$ cat src/rtl/serial_adder_ctrl_pkg.sv
// Shared definitions for the nibble-serial adder/subtractor.
//   state_t  : controller FSM encoding (2'd3 is unused and recovers to IDLE)
//   NIBBLE_W : width of the shared ripple adder slice
package serial_adder_ctrl_pkg;

  localparam int unsigned NIBBLE_W = 4;

  typedef enum logic [1:0] {
    IDLE = 2'd0,
    RUN  = 2'd1,
    DONE = 2'd2
  } state_t;

endpackage

$ cat src/rtl/serial_adder_ctrl_if.sv
// Operand/result handshake bundle for serial_adder_ctrl.
//   in_valid/in_ready   : operand request handshake (in_a, in_b, in_sub)
//   out_valid/out_ready : result handshake (out_sum, out_carry, out_overflow)
//   busy                : block is in RUN or DONE
// master = operand issuer / result consumer, slave = the adder controller.
interface serial_adder_ctrl_if #(
  parameter int unsigned WIDTH = 16
);

  logic             in_valid;
  logic             in_ready;
  logic [WIDTH-1:0] in_a;
  logic [WIDTH-1:0] in_b;
  logic             in_sub;
  logic             out_valid;
  logic             out_ready;
  logic [WIDTH-1:0] out_sum;
  logic             out_carry;
  logic             out_overflow;
  logic             busy;

  modport master (
    output in_valid, in_a, in_b, in_sub, out_ready,
    input  in_ready, out_valid, out_sum, out_carry, out_overflow, busy
  );

  modport slave (
    input  in_valid, in_a, in_b, in_sub, out_ready,
    output in_ready, out_valid, out_sum, out_carry, out_overflow, busy
  );

endinterface

$ cat src/rtl/serial_adder_ctrl_nibble_adder.sv
// Combinational 4-bit ripple adder slice with carry-in.
//   a, b   : nibble operands
//   cin    : carry-in
//   sum    : nibble sum
//   cout   : carry-out
//   a_msb, b_msb : operand sign bits, used by the caller for signed overflow
module nibble_adder
  import serial_adder_ctrl_pkg::*;
(
  input  logic [NIBBLE_W-1:0] a,
  input  logic [NIBBLE_W-1:0] b,
  input  logic                cin,
  output logic [NIBBLE_W-1:0] sum,
  output logic                cout,
  output logic                a_msb,
  output logic                b_msb
);

  assign {cout, sum} = {1'b0, a} + {1'b0, b} + {{NIBBLE_W{1'b0}}, cin};
  assign a_msb = a[NIBBLE_W-1];
  assign b_msb = b[NIBBLE_W-1];

endmodule

$ cat src/rtl/serial_adder_ctrl.sv
// Nibble-serial add/subtract sequencer: reuses one 4-bit adder slice over
// WIDTH/4 cycles, least-significant nibble first.
//   clk, rst_n : clock (rising edge), asynchronous active-low reset
//   bus        : slave side of serial_adder_ctrl_if (operand and result
//                handshakes, busy)
module serial_adder_ctrl
  import serial_adder_ctrl_pkg::*;
#(
  parameter int unsigned WIDTH = 16
) (
  input  logic                  clk,
  input  logic                  rst_n,
  serial_adder_ctrl_if.slave    bus
);

  localparam int unsigned NIB   = WIDTH / NIBBLE_W;
  localparam int unsigned CNT_W = (NIB > 1) ? $clog2(NIB) : 1;
  localparam logic [CNT_W-1:0] CNT_LAST = CNT_W'(NIB - 1);

  if ((WIDTH % NIBBLE_W) != 0 || WIDTH < NIBBLE_W) begin : g_bad_width
    $error("serial_adder_ctrl: WIDTH must be a multiple of 4 and at least 4");
  end

  state_t           state;
  state_t           state_next;
  logic [WIDTH-1:0] a_q;
  logic [WIDTH-1:0] b_q;
  logic [WIDTH-1:0] sum_q;
  logic             carry_q;
  logic             cout_q;
  logic             ovf_q;
  logic [CNT_W-1:0] cnt;
  logic             accept;

  logic [NIBBLE_W-1:0] nib_a;
  logic [NIBBLE_W-1:0] nib_b;
  logic [NIBBLE_W-1:0] nib_s;
  logic                nib_cout;
  logic                nib_a_msb;
  logic                nib_b_msb;

  assign nib_a = a_q[cnt*NIBBLE_W +: NIBBLE_W];
  assign nib_b = b_q[cnt*NIBBLE_W +: NIBBLE_W];

  nibble_adder u_nibble_adder (
    .a     (nib_a),
    .b     (nib_b),
    .cin   (carry_q),
    .sum   (nib_s),
    .cout  (nib_cout),
    .a_msb (nib_a_msb),
    .b_msb (nib_b_msb)
  );

  always_ff @(posedge clk or negedge rst_n) begin
    if (!rst_n) state <= IDLE;
    else        state <= state_next;
  end

  always_comb begin
    state_next    = state;
    accept        = 1'b0;
    bus.in_ready  = 1'b0;
    bus.out_valid = 1'b0;
    bus.busy      = 1'b0;
    case (state)
      IDLE: begin
        bus.in_ready = 1'b1;
        if (bus.in_valid) begin
          accept     = 1'b1;
          state_next = RUN;
        end
      end
      RUN: begin
        bus.busy = 1'b1;
        if (cnt == CNT_LAST) state_next = DONE;
      end
      DONE: begin
        bus.busy      = 1'b1;
        bus.out_valid = 1'b1;
        if (bus.out_ready) state_next = IDLE;
      end
      default: state_next = IDLE;
    endcase
  end

  // b is stored pre-inverted for subtract; the +1 comes from the initial carry.
  // out_sum is filled one nibble per RUN cycle and only qualified by out_valid.
  always_ff @(posedge clk or negedge rst_n) begin
    if (!rst_n) begin
      a_q     <= '0;
      b_q     <= '0;
      sum_q   <= '0;
      carry_q <= 1'b0;
      cout_q  <= 1'b0;
      ovf_q   <= 1'b0;
      cnt     <= '0;
    end else if (accept) begin
      a_q     <= bus.in_a;
      b_q     <= bus.in_b ^ {WIDTH{bus.in_sub}};
      carry_q <= bus.in_sub;
      cnt     <= '0;
    end else if (state == RUN) begin
      sum_q[cnt*NIBBLE_W +: NIBBLE_W] <= nib_s;
      carry_q <= nib_cout;
      if (cnt == CNT_LAST) begin
        cout_q <= nib_cout;
        ovf_q  <= (nib_a_msb == nib_b_msb) && (nib_s[NIBBLE_W-1] != nib_b_msb);
      end else begin
        cnt <= cnt + 1'b1;
      end
    end
  end

  assign bus.out_sum      = sum_q;
  assign bus.out_carry    = cout_q;
  assign bus.out_overflow = ovf_q;

endmodule

$ cat src/flat_wrapper.sv
// flat-port wrapper written by rule: the top's interface ports become plain ports
module serial_adder_ctrl_flat import serial_adder_ctrl_pkg::*;
#(
  parameter int unsigned WIDTH = 16
)
  (clk, rst_n, bus_in_valid, bus_in_a, bus_in_b, bus_in_sub, bus_out_ready, bus_in_ready, bus_out_valid, bus_out_sum, bus_out_carry, bus_out_overflow, bus_busy);
  serial_adder_ctrl_if #(.WIDTH(WIDTH)) bus_i ();
  input  logic clk;
  input  logic rst_n;
  input wire logic [$bits(bus_i.in_valid)-1:0] bus_in_valid;
  input wire logic [$bits(bus_i.in_a)-1:0] bus_in_a;
  input wire logic [$bits(bus_i.in_b)-1:0] bus_in_b;
  input wire logic [$bits(bus_i.in_sub)-1:0] bus_in_sub;
  input wire logic [$bits(bus_i.out_ready)-1:0] bus_out_ready;
  output wire logic [$bits(bus_i.in_ready)-1:0] bus_in_ready;
  output wire logic [$bits(bus_i.out_valid)-1:0] bus_out_valid;
  output wire logic [$bits(bus_i.out_sum)-1:0] bus_out_sum;
  output wire logic [$bits(bus_i.out_carry)-1:0] bus_out_carry;
  output wire logic [$bits(bus_i.out_overflow)-1:0] bus_out_overflow;
  output wire logic [$bits(bus_i.busy)-1:0] bus_busy;
  assign bus_i.in_valid = bus_in_valid;
  assign bus_i.in_a = bus_in_a;
  assign bus_i.in_b = bus_in_b;
  assign bus_i.in_sub = bus_in_sub;
  assign bus_i.out_ready = bus_out_ready;
  assign bus_in_ready = bus_i.in_ready;
  assign bus_out_valid = bus_i.out_valid;
  assign bus_out_sum = bus_i.out_sum;
  assign bus_out_carry = bus_i.out_carry;
  assign bus_out_overflow = bus_i.out_overflow;
  assign bus_busy = bus_i.busy;
  serial_adder_ctrl #(.WIDTH(WIDTH)) u_core (.clk(clk), .rst_n(rst_n), .bus(bus_i));
endmodule
$ cat config.mk
export PLATFORM = sky130hd
export DESIGN_NAME = serial_adder_ctrl_flat
export DESIGN_NICKNAME = d
export VERILOG_FILES = /design/src/rtl/serial_adder_ctrl_pkg.sv /design/src/rtl/serial_adder_ctrl_if.sv /design/src/rtl/serial_adder_ctrl_nibble_adder.sv /design/src/rtl/serial_adder_ctrl.sv /design/src/flat_wrapper.sv
export SDC_FILE = /design/constraint.sdc
export NUM_CORES = 1
export LEC_CHECK = 0
export CELL_PAD_IN_SITES_DETAIL_PLACEMENT = 0
export CELL_PAD_IN_SITES_GLOBAL_PLACEMENT = 1
export CORE_UTILIZATION = 42
export CTS_BUF_LIST = sky130_fd_sc_hd__clkbuf_8
export DETAILED_ROUTE_END_ITERATION = 12
export PLACE_DENSITY = 0.84
export SKIP_CTS_REPAIR_TIMING = 1
export SLEW_MARGIN = 10
export SYNTH_ARGS = -nofsm -noshare
export SYNTH_HDL_FRONTEND = slang
export SYNTH_SLANG_ARGS = --single-unit
$ cat constraint.sdc
create_clock -name clk -period 3 [get_ports clk]
set_input_delay 0.9 -clock clk [delete_from_list [all_inputs] [get_ports clk]]
set_output_delay 0.9 -clock clk [all_outputs]
set_load 0.02 [all_outputs]
Word-level counts from Yosys, hierarchy flattened. Cells that the tools add are included.

Equal/unequal tests: 9. $add $sub $neg: 4. Shift operators: 4. Mux-type cells: 15. Bitwise operators: 2. Reduce and logical (&&, ||, !) cells: 8.

Operators by type and width (count): $neg 4->34 (1); $shift 4x34->16 const A (1); $shiftx 4x34->16 (1); $shiftx 16x5->4 (2); $bwmux 16 (1); $xor 16x16->16 (1); $mux 2 (6); $mux 1 (7); $pmux 2 s3 (1); $reduce_and 3->1 (2); $add 4x4->5 (1); $add 5x1->5 (1); $eq 2x2->1 const B (2); $ne 2x1->1 const B (2); $ne 2x2->1 const B (2); $reduce_and 2->1 (2); $add 2x1->2 const B (1); $eq 2x1->1 const B (1); $logic_not 2->1 (1); $reduce_bool 2->1 (1); $reduce_or 2->1 (1); $eq 1x1->1 (1); $logic_and 1x1->1 (1); $ne 1x1->1 (1); $not 1->1 (1).

Register bits: 55. Input bits: 37.

Longest topological paths before layout.
Word-level depth: 5. Mapped depth: 8. Gate-level depth less buffers: 6.

Modules after synthesis. Synthesis repeated with hierarchy kept, for this count alone.

Cells, all modules: 221. Area total of the unflattened synthesis: 2723.9 um^2.

Modules (own cells, without submodules): serial_adder_ctrl (cells an instance 203, area each 2565.0 um^2, times used 1); nibble_adder (cells an instance 18, area each 158.9 um^2, times used 1).

Worst setup path after synthesis. Ideal clock, no wire load.

Path kind: flip-flop to flip-flop. Start: register u_core.cnt[0]. End: register u_core.carry_q. Period minus slack after synthesis: 2.761 ns. Library setup time: 0.130 ns. Cell stages (with the launch flop): 9. Data required time: 2.870 ns. Arrival time: 2.632 ns. Setup slack: 0.239 ns. Cell sequence: dfrtp_1 -> buf_6 -> buf_2 -> mux4_2 -> fa_1 -> fa_1 -> a21o_1 -> a211oi_1 -> o21ai_0.

Longest elaborated chain between the ends: 5.

Ends and longest elaborated chain: start, declared (line serial_adder_ctrl.sv:32) `logic [CNT_W-1:0] cnt;`; start signal, assigned (line serial_adder_ctrl.sv:110) `cnt <= cnt + 1'b1;`; $shiftx 16x5->4 (on tied branches) (line serial_adder_ctrl.sv:42, serial_adder_ctrl.sv:43); $add 4x4->5 (*) (line serial_adder_ctrl_nibble_adder.sv:19) `assign {cout, sum} = {1'b0, a} + {1'b0, b} + {{NIBBLE_W{1'b0}}, cin};`; $add 5x1->5 (*) (line serial_adder_ctrl_nibble_adder.sv:19); $mux 1 (*) (line serial_adder_ctrl.sv:103) `end else if (state == RUN) begin`; $mux 1 (*) (line serial_adder_ctrl.sv:98) `end else if (accept) begin`; end signal, assigned (line serial_adder_ctrl.sv:101) `carry_q <= bus.in_sub;`; end signal, assigned (line serial_adder_ctrl.sv:105) `carry_q <= nib_cout;`; end, declared (line serial_adder_ctrl.sv:29) `logic carry_q;`.

Mark *: on every way between the ends. The rest lies on a longest branch, timed or not. The select of a mux whose other input is x is not followed. A chain may end at the register's enable or synchronous reset.

Worst setup path in the final report.
Start: register u_core.state[1]. End: output bus_in_ready.

Longest elaborated chain between the ends: 2.

Ends and longest elaborated chain: start, declared (line serial_adder_ctrl.sv:24) `state_t state;`; start signal, assigned (line serial_adder_ctrl.sv:57) `else state <= state_next;`; $logic_not 2->1 (line serial_adder_ctrl.sv:66) `case (state)`; $mux 1 (line serial_adder_ctrl.sv:66); end, declared (line flat_wrapper.sv:15) `output wire logic [$bits(bus_i.in_ready)-1:0] bus_in_ready;`.

No other way between the ends.

==> impl_metrics.toml <==
[pwr]
p_sw_w = 0.00159
clkPwrFrac_pct = 11.5
seqPwrFrac_pct = 32.7
p_leak_nw = 1.51
internal-power_w = 0.00232
p_per_area_mw_per_mm2 = 1100
comb_power_share_pct = 55.9
ir_drop_mv = 0.594
swShare_pct = 40.7

[sta]
timing.max_slew.rel_slack_pct = 54.9
hold_viol_final = 0
rsz0062_at_grt = "no"
tightestPinTransition_ns = 0.677
fin_tns_setup_ns = 0
post-route-min-period_ns = 2.64
fin_crit_sh_pct = 88.1
setup_viol = 0
drv_slew = 0
fmax_mhz = 378
finalClockSkew_ns = 0.0102
worst_slack_ns = 0.357

[synthesis]
yosysWarnings = 0
synth.lib_cells_used.distinct = 37
avgSynthCellArea_um2 = 12.2
synth_edf_count = 0
synth_seq_cells = 55
synth_nets = 277
synth-async-reset-ratio_pct = 100
netlist_area_mm2 = 0.00277
postSynthCellCount = 226
synth-seq-area-share_pct = 49.7
ys.flop_type = "dfrtp_1"

[place]
dpl_worst_slack_ns = 0.467
post-dp-hpwl_mm = 4.11
place.gp.congestion = 0.841
port_buffers = 57

[min_path]
hp-class = "reg2reg"
hold_path_end = "u_core.bus.out_sum[2]"
whs_path_depth = 2
min_from = "u_core.bus.out_sum[2]"

[floorplan]
num_io_pins = 58
die-width_um = 83.2
initial_utilization_pct = 43.6
row_count = 29
die_area_mm2 = 0.00692
core_mm2 = 0.00635
die_h_um = 83.2

[setup_path]
cp-startpoint = "u_core.state[1]"
path_class = "reg2out"
rrSetupSlack_ns = 0.45
reg2reg_to = "u_core.bus.out_sum[2]"
cp.required_ns = 2.10
critPathLaunchType = "flip-flop"
path_max_fanout = 7
ff2ff_path_depth = 6
cp.arrival_ns = 1.74
r2r-start = "u_core.cnt[0]"
cp-end-kind = "output pin"

[global_routing]
grt_pass1_wl_mm = 9.16
grt_pass1_vias = 1896
antenna_found_initial = 0
track_usage_pct = 17.0
grt_max_degree = 56
grt_overflow = 0

[drt]
avgViaCountPerCell = 5.09
post_drt_wl_per_cell_um = 14.9
drc = 0
drt_first_pass_iters = 4
wl_mm = 5.43
ant_nets = 0
vias = 1854
drt_first_iter_violations = 64

[clocking]
clk_latency_ns = 0.31
cts.sinks = 55
clockBufferDepth = 2
cts_htree_levels = 2
cts_tree = "yes"
clk_pin_slew_worst_paths_ns = 0.10
root_buffer = "clkbuf_8"
cts_buffers = 5

[finish]
area.growth.synth_to_final_pct = 27.8
fill_cells = 549
diodes = 0
drive_above_1_share_pct = 14.6
final_nets = 337

[job]
drv_cap = 0

[status]
status = "finished, final reports clean"
[cell usage after synthesis (all sizes together), types with 5 or more instances]
master / count / share of area (%)
dfrtp: 55 / 50
nand2: 33 / 4.5
o21ai: 22 / 4.0
xnor2: 17 / 5.4
mux2: 16 / 6.5
ha: 12 / 5.4
a22o: 9 / 2.8
mux4: 8 / 6.8
buf: 7 / 1.5
inv: 5 / 0.68
[per-stage QoR]
| stage | utilization, % | std cells | hold WS [ns] | total power (W) | instance area, um^2 |
|---|---|---|---|---|---|
| detailed placement | 54.1 | 356 | 0.471 | 0.00349 | 3440 |
| floorplan | - | 226 | 0.442 | 0.00278 | 2770 |
| global placement | 54.1 | 356 | 0.462 | 0.00343 | 3440 |
| global route | 55.7 | 364 | 0.517 | 0.00419 | 3540 |
| CTS | 55.7 | 364 | 0.493 | 0.00394 | 3540 |
| finish | 55.7 | 364 | 0.488 | 0.00390 | 3540 |
[cell usage in the layout, fill, tap and decap left out, types with 6 or more instances in the layout]
cell type        instances
clkbuf_8                 7
clkdlybuf4s50_1         56
ha_1                    12
buf_4                    6
mux4_2                   6
inv_1                    6
xnor2_1                 17
nand2_1                 33
a22o_1                   9
o21ai_0                 22
mux2_2                  16
dfrtp_1                 55
[final cells by class]
cell class                      instances  area, um^2  area share, %
Inverter                                5        18.8          0.530
Tap cell                               77        96.3           2.72
Clock buffer                            7        96.3           2.72
Sequential cell                        55        1380           38.9
Clock inverter                          1        3.75          0.106
Timing Repair Buffer                   64         631           17.8
Multi-Input combinational cell        155        1320           37.2
[state kept, by name, indices dropped and copies added (netlist names)]
| register | cells |
|---|---|
| u_core.state | 2 |
| u_core.bus.out_sum | 16 |
| u_core.b_q | 16 |
| u_core.cnt | 2 |
| u_core.a_q | 16 |
| u_core.bus.out_carry | 1 |
| u_core.bus.out_overflow | 1 |
| u_core.carry_q | 1 |
[layer usage]
metal	wire length, um	vias to the layer above	global-route usage, %
met5	0	-	0
met3	214	6	3.38
met4	57	0	5.02
met2	2760	49	29.4
met1	2400	879	21.5
li1	-	920	-
[power groups by stage]
| stage | combinational, W | clock [W] | sequential, W |
|---|---|---|---|
| finish | 0.00218 | 0.000447 | 0.00128 |
| floorplan | 0.00146 | 0 | 0.00132 |
| global route | 0.00238 | 0.000490 | 0.00132 |
| global placement | 0.00214 | 0 | 0.00129 |
| detailed placement | 0.00219 | 0 | 0.00130 |
| CTS | 0.00220 | 0.000454 | 0.00128 |
[worst max path at each step]
stage	depth (start not counted)	slack (ns)	to
2_1_floorplan	8	0.24	u_core.carry_q
3_3_place_gp	6	0.50	u_core.carry_q
3_5_place_dp	6	0.47	u_core.bus.out_sum[2]
4_1_cts	3	0.35	bus_in_ready
5_1_grt	3	0.26	bus_in_ready
6_report	3	0.36	bus_in_ready
[worst max-delay path, cell delays in order (launching register included)]
cell             delay, ns
dfrtp_1               0.41
inv_1                 0.08
ha_1                  0.29
clkdlybuf4s50_1       0.65
[cell families after synthesis]
| group | after synthesis | share of synthesized area [%] |
|---|---|---|
| compound gates | 46 | 11.3 |
| buf+inv | 16 | 2.71 |
| simple gates | 52 | 10.0 |
| flops | 55 | 49.7 |
| mux | 25 | 13.7 |
| fa+ha+maj | 14 | 6.87 |
| xor+xnor | 18 | 5.70 |
(Power assumes the default switching activity.)
